## src/rtl/fir_ctrl_pkg.sv

```systemverilog
// fir_ctrl_pkg: tap-load FSM states and defaults; FIR_TAP_SYMMETRIC_EN selects a half-depth mirrored shadow bank
package fir_ctrl_pkg;
  localparam int TAP_NUM_DEF     = 90;
  localparam int TAP_NUM_MAX_DEF = 899;
  localparam int ADDR_WIDTH_DEF  = 10;
  typedef enum logic [1:0] {IDLE, STALL, LOAD, FLUSH} state_t;
  function automatic int shadow_depth(input int tap_num);
`ifdef FIR_TAP_SYMMETRIC_EN
    return tap_num / 2;
`else
    return tap_num;
`endif
  endfunction
endpackage

```

## src/rtl/fir_tap_shadow_ram.sv

```systemverilog
// fir_tap_shadow_ram: register-array shadow tap bank, 1 write / 1 registered read; FIR_TAP_SYMMETRIC_EN mirrors upper reads
module fir_tap_shadow_ram import fir_ctrl_pkg::*; #(
  parameter int TAP_NUM    = TAP_NUM_DEF,
  parameter int TAP_WIDTH  = 32,
  parameter int ADDR_WIDTH = ADDR_WIDTH_DEF
) (
  input  logic                  clk_i,
  input  logic                  rst_n_i,
  input  logic                  we,
  input  logic [ADDR_WIDTH-1:0] waddr,
  input  logic [TAP_WIDTH-1:0]  wdata,
  input  logic                  re,
  input  logic [ADDR_WIDTH-1:0] raddr,
  output logic [TAP_WIDTH-1:0]  rdata
);
  localparam int DEPTH = shadow_depth(TAP_NUM);
  localparam int AW    = $clog2(DEPTH);
  logic [TAP_WIDTH-1:0]  mem [DEPTH];
  logic [ADDR_WIDTH-1:0] ridx;
`ifdef FIR_TAP_SYMMETRIC_EN
  assign ridx = (raddr >= ADDR_WIDTH'(DEPTH)) ? ADDR_WIDTH'(TAP_NUM - 1) - raddr : raddr;
`else
  assign ridx = raddr;
`endif
  always_ff @(posedge clk_i or negedge rst_n_i)
    if (!rst_n_i) begin
      for (int i = 0; i < DEPTH; i++) mem[i] <= '0;
      rdata <= '0;
    end else begin
      if (we && waddr < ADDR_WIDTH'(DEPTH)) mem[waddr[AW-1:0]] <= wdata;
      if (re && ridx < ADDR_WIDTH'(DEPTH)) rdata <= mem[ridx[AW-1:0]];
    end
endmodule

```

## src/rtl/fir_tap_load_ctrl.sv

```systemverilog
// fir_tap_load_ctrl: commits shadow taps into the FIR via stall, load and output-blanking flush; FIR_TAP_SYMMETRIC_EN halves the bank
module fir_tap_load_ctrl import fir_ctrl_pkg::*; #(
  parameter int TAP_NUM      = TAP_NUM_DEF,
  parameter int TAP_WIDTH    = 32,
  parameter int ADDR_WIDTH   = ADDR_WIDTH_DEF,
  parameter int TAP_NUM_MAX  = TAP_NUM_MAX_DEF,
  parameter int STALL_CYCLES = 4,
  parameter int FLUSH_LEN    = 900
) (
  input  logic                  clk_i,
  input  logic                  rst_n_i,
  input  logic                  cfg_wr_vld_i,
  input  logic [ADDR_WIDTH-1:0] cfg_wr_addr_i,
  input  logic [TAP_WIDTH-1:0]  cfg_wr_data_i,
  input  logic [ADDR_WIDTH-1:0] cfg_tap_num_i,
  input  logic                  cfg_commit_i,
  output logic                  cfg_busy_o,
  output logic                  cfg_done_o,
  output logic                  cfg_err_o,
  input  logic                  ds_tready_i,
  output logic                  fir_m_tready_o,
  input  logic                  fir_s_hs_i,
  output logic                  fir_tap_vld_o,
  output logic [ADDR_WIDTH-1:0] fir_tap_addr_o,
  output logic [TAP_WIDTH-1:0]  fir_tap_data_o,
  output logic [ADDR_WIDTH-1:0] fir_tap_num_o,
  output logic                  out_blank_o
);
  localparam int DEPTH = shadow_depth(TAP_NUM);
  localparam int CW    = $clog2(FLUSH_LEN > TAP_NUM ? FLUSH_LEN : TAP_NUM) + 1;
  state_t                state, state_d;
  logic [CW-1:0]         cnt, cnt_d;
  logic [ADDR_WIDTH-1:0] num, num_d, tap_num_d, tap_addr_d;
  logic                  done_d, err_d, tap_vld_d, idle, addr_ok, num_big, wr_en, rd_en;
  assign idle           = state == IDLE;
  assign addr_ok        = cfg_wr_addr_i < ADDR_WIDTH'(DEPTH);
  assign num_big        = cfg_tap_num_i > ADDR_WIDTH'(TAP_NUM_MAX);
  assign wr_en          = idle && cfg_wr_vld_i && addr_ok;
  assign rd_en          = state == LOAD && cnt < CW'(TAP_NUM);
  assign cfg_busy_o     = !idle;
  assign out_blank_o    = state == FLUSH;
  assign fir_m_tready_o = (idle || state == FLUSH) && ds_tready_i;
  always_comb begin
    state_d    = state;
    cnt_d      = '0;
    num_d      = num;
    tap_num_d  = fir_tap_num_o;
    done_d     = 1'b0;
    err_d      = idle ? (cfg_wr_vld_i && !addr_ok) || (cfg_commit_i && num_big) : cfg_wr_vld_i || cfg_commit_i;
    tap_vld_d  = rd_en;
    tap_addr_d = rd_en ? ADDR_WIDTH'(cnt) : fir_tap_addr_o;
    case (state)
      IDLE: if (cfg_commit_i) begin
        state_d = STALL;
        num_d   = num_big ? ADDR_WIDTH'(TAP_NUM_MAX) : cfg_tap_num_i;
      end
      STALL: begin
        cnt_d = cnt + CW'(1);
        if (cnt == CW'(STALL_CYCLES - 1)) begin
          state_d = LOAD;
          cnt_d   = '0;
        end
      end
      // one extra cycle lets the registered read of the last tap leave before the count switches
      LOAD: begin
        cnt_d = cnt + CW'(1);
        if (cnt == CW'(TAP_NUM)) begin
          state_d   = FLUSH;
          cnt_d     = '0;
          tap_num_d = num;
        end
      end
      default: begin
        cnt_d = cnt + CW'(fir_s_hs_i);
        if (fir_s_hs_i && cnt == CW'(FLUSH_LEN - 1)) begin
          state_d = IDLE;
          cnt_d   = '0;
          done_d  = 1'b1;
        end
      end
    endcase
  end
  always_ff @(posedge clk_i or negedge rst_n_i)
    if (!rst_n_i) begin
      state          <= IDLE;
      cnt            <= '0;
      num            <= '0;
      fir_tap_num_o  <= '0;
      fir_tap_vld_o  <= 1'b0;
      fir_tap_addr_o <= '0;
      cfg_done_o     <= 1'b0;
      cfg_err_o      <= 1'b0;
    end else begin
      state          <= state_d;
      cnt            <= cnt_d;
      num            <= num_d;
      fir_tap_num_o  <= tap_num_d;
      fir_tap_vld_o  <= tap_vld_d;
      fir_tap_addr_o <= tap_addr_d;
      cfg_done_o     <= done_d;
      cfg_err_o      <= err_d;
    end
  fir_tap_shadow_ram #(.TAP_NUM(TAP_NUM), .TAP_WIDTH(TAP_WIDTH), .ADDR_WIDTH(ADDR_WIDTH)) u_shadow (
    .clk_i  (clk_i),
    .rst_n_i(rst_n_i),
    .we     (wr_en),
    .waddr  (cfg_wr_addr_i),
    .wdata  (cfg_wr_data_i),
    .re     (rd_en),
    .raddr  (ADDR_WIDTH'(cnt)),
    .rdata  (fir_tap_data_o)
  );
endmodule

```

## config.mk

```make
export PLATFORM = sky130hd
export DESIGN_NAME = fir_tap_load_ctrl
export DESIGN_NICKNAME = d
export VERILOG_FILES = /design/src/rtl/fir_ctrl_pkg.sv /design/src/rtl/fir_tap_shadow_ram.sv /design/src/rtl/fir_tap_load_ctrl.sv
export SDC_FILE = /design/constraint.sdc
export NUM_CORES = 2
export LEC_CHECK = 0
export CORE_AREA = 2 2 446 536
export DETAILED_ROUTE_END_ITERATION = 16
export DIE_AREA = 0 0 448 538
export HOLD_SLACK_MARGIN = 0.08
export PLACE_DENSITY = 0.8
export SKIP_LAST_GASP = 1
export SLEW_MARGIN = 40
export SYNTH_ARGS = -nofsm -noshare
export SYNTH_HDL_FRONTEND = slang
export SYNTH_SLANG_ARGS = --single-unit
```

## constraint.sdc

```tcl
create_clock -name clk_i -period 3.9 [get_ports clk_i]
set_input_delay 0.78 -clock clk_i [delete_from_list [all_inputs] [get_ports clk_i]]
set_output_delay 0.78 -clock clk_i [all_outputs]
set_load 0.1 [all_outputs]
```

==> impl_metrics.yaml <==
synthesis:
  ys_ff_latch: 2958
  syn_area_mm2: 0.136
  synth_top_area_share_pct: 54.4
  synth_edf_count: 0
  ys_types: 84
  yosys_warnings: 0
  async_reset_ff_share_pct: 100
  synth.net_count: 9019
  synthTopCellsByCount: "dfrtp_1 (2958), mux2_2 (2431), mux4_2 (512), mux2i_1 (496), mux2_1 (491)"
  syn_area_per_cell_um2: 15.2
  ys_top_cells_by_area: "dfrtp_1 (54%), mux2_2 (20%), mux4_2 (8.5%)"
  post-synth-top-count-cell: "dfrtp_1"
  yosysTopAreaCell: "dfrtp_1"
  postSynthCellCount: 8952
  yosysSeqAreaShare_pct: 54.4
  synthFlopType: "dfrtp_1"
power:
  netSwitchingFraction_pct: 22.0
  ir_worst_vdd_v: 0.000372
  p_seq_share_pct: 49.7
  pwr-share-clk_pct: 47.8
  comb_power_share_pct: 2.4
  p_int_uw: 48200
  p_per_area_mw_per_mm2: 403
  p_switching_uw: 13600
  power_leakage_uw: 0.0725
floorplan:
  rows: 196
  ios: 116
  die_area_mm2: 0.241
  die_y_um: 538
  core_mm2: 0.236
  chipWidth_um: 448
  start_util_pct: 57.6
cts:
  insertion_delay_ps: 900
  tritoncts: "yes"
  cts-root-buf: "clkbuf_16"
  cts_setup_buffers: 0
  clk_path_buf_depth: 4
  cts_sinks: 2958
  cts_made_buffers: 294
  path_clk_slew_ps: 60
  cts-htree-levels: 5
  ctsResizeCount: 0
timing:
  worst_slew_pin_slew_ps: 975
  relSlewSlack_pct: 34.8
  hold_violations: 0
  fin_crit_sh_pct: 93.3
  setup_violations: 0
  clock_skew_ps: 42.5
  rsz0062_at_grt: "no"
  maxSlewViolCount: 0
  fin_tns_setup_ps: 0
  fin_crit_ps: 3640
  fmax_ghz: 0.275
  whs_ps: 301
detailed_routing:
  drt_iter0_markers: 7959
  via_count: 84300
  ant_nets: 0
  drc: 0
  first_pass_iters: 5
  via_per_inst: 6.76
  drt_wl_total_mm: 406
  wl_per_cell_um: 32.6
worst_setup_path:
  cp-end-kind: "register"
  crit_required_ps: 4650
  path_class: "register to register"
  critical_path_arrival_ps: 4390
  worst-path-max-fanout: 23
  startpoint_type: "register"
placement:
  dp_hpwl_mm: 261
  gp_congestion: 0.909
  io_buffers: 115
outcome:
  run_status: "finished, final reports clean"
finish:
  area_delta_synth_final_pct: 12.5
  fin_nets: 9146
  drive_above_1_share_pct: 45.6
flow_run:
  cap_violations: 0
grt:
  gr-total-overflow: 0
  grt_pass1_wl_mm: 600
  grt_max_degree: 138
  antenna_found_initial: 22
  track_usage_pct: 33.9
  grt_pass1_vias: 89600
hold_path:
  hold_path.class: "input port to register"
==> layout by cell type (no fill, tap or decap), types with 15 or more instances in the layout <==
master and n:
o22ai_1 112, mux2_2 2431, o221ai_1 34, a21oi_1 69, clkinv_2 40, dfrtp_1 2952
a221oi_1 17, buf_2 48, nor2_1 75, nor2_4 67, clkbuf_16 300, mux4_2 512
buf_12 192, a211oi_1 24, o21ai_0 91, o211ai_1 15, a22oi_1 57, a31oi_1 30
clkdlybuf4s50_1 24, mux2_1 491, clkbuf_8 64, nand2_1 206, mux2i_1 496, nand3_1 43
nand2_2 22, nor3_1 38, clkbuf_1 53, mux4_1 27, buf_4 454, bufinv_16 28
a2111oi_0 19
==> worst max-delay path: stages, from the launching register on <==
cell	delay [ps]
dfrtp_4	700
buf_4	260
inv_8	260
buf_12	280
buf_4	190
mux2_2	380
a2111oi_0	650
buf_4	260
o41a_1	350
a211oi_1	120
==> final cells by class <==
| type | count | area (µm²) |
|---|---|---|
| Tap cell | 3168 | 3960 |
| Clock inverter | 90 | 1340 |
| Inverter | 13 | 57.6 |
| Antenna cell | 9 | 22.5 |
| Fill cell | 16200 | 83200 |
| Timing Repair Buffer | 733 | 7950 |
| Clock buffer | 417 | 8590 |
| Multi-Input combinational cell | 5079 | 57200 |
| Sequential cell | 2958 | 74000 |
==> through the flow <==
stage	util (%)	area [µm²]	std cells	setup slack, ps	total power (µW)
floorplan	-	136000	8952	883	31600
global placement	60.6	143000	11900	-14.8	32700
detailed placement	60.5	143000	11900	29.7	32800
CTS	64.7	153000	12500	331	61900
global route	64.8	153000	12500	160	63300
finish	64.8	153000	12500	261	61700
==> cell families after synthesis <==
| logic type | synth area share (%) |
|---|---|
| buffers and inverters | 3.88 |
| adder cells (fa/ha/maj) | 0.0827 |
| multiplexers | 36.8 |
| AO/OA/AOI/OAI | 2.82 |
| flip-flops | 54.4 |
| AND/OR/NAND/NOR | 2.03 |
==> power groups by stage <==
stage / Combinational, µW / Clock, µW / Sequential, µW
finish: 1500 / 29500 / 30700
global route: 1640 / 31000 / 30700
CTS: 1510 / 29700 / 30700
detailed placement: 1500 / 0 / 31300
global placement: 1430 / 0 / 31300
floorplan: 374 / 0 / 31300
==> routing by layer <==
metal / vias up / share of wire [%] / track usage (%)
met2: 4117 / 48 / 54.6
met1: 45500 / 37 / 42.0
met5: - / 0.035 / 0
met4: 20 / 7.5 / 21.9
li1: 33300 / - / -
met3: 1386 / 8.0 / 6.64
==> what timing repair did <==
action,in CTS,in global routing
endpoints found under the hold margin,60,0
setup endpoints to repair,0,0
hold buffers,1,0
==> registers in the layout (all words and copies together) (netlist names) <==
name,count
cfg_done_o,1
u_shadow.mem,2880
fir_tap_vld_o,1
state,2
cnt,11
fir_tap_addr_o,10
num,10
cfg_err_o,1
fir_tap_num_o,10
u_shadow.rdata,32
==> worst paths after layout <==
check                      slack [ps]               from  depth (start not counted)                  to
hold reg to reg                   480  fir_tap_addr_o[9]                          1   fir_tap_addr_o[9]
hold / removal                    300  cfg_wr_data_i[19]                          2  u_shadow.mem[1043]
max in group asynchronous        1970            rst_n_i                          4  u_shadow.mem[1633]
setup / recovery                  260             cnt[2]                          9  u_shadow.rdata[13]
min in group asynchronous         600            rst_n_i                          2   u_shadow.mem[414]
setup reg to reg                  260             cnt[2]                          9  u_shadow.rdata[13]
(Power assumes the default switching activity.)
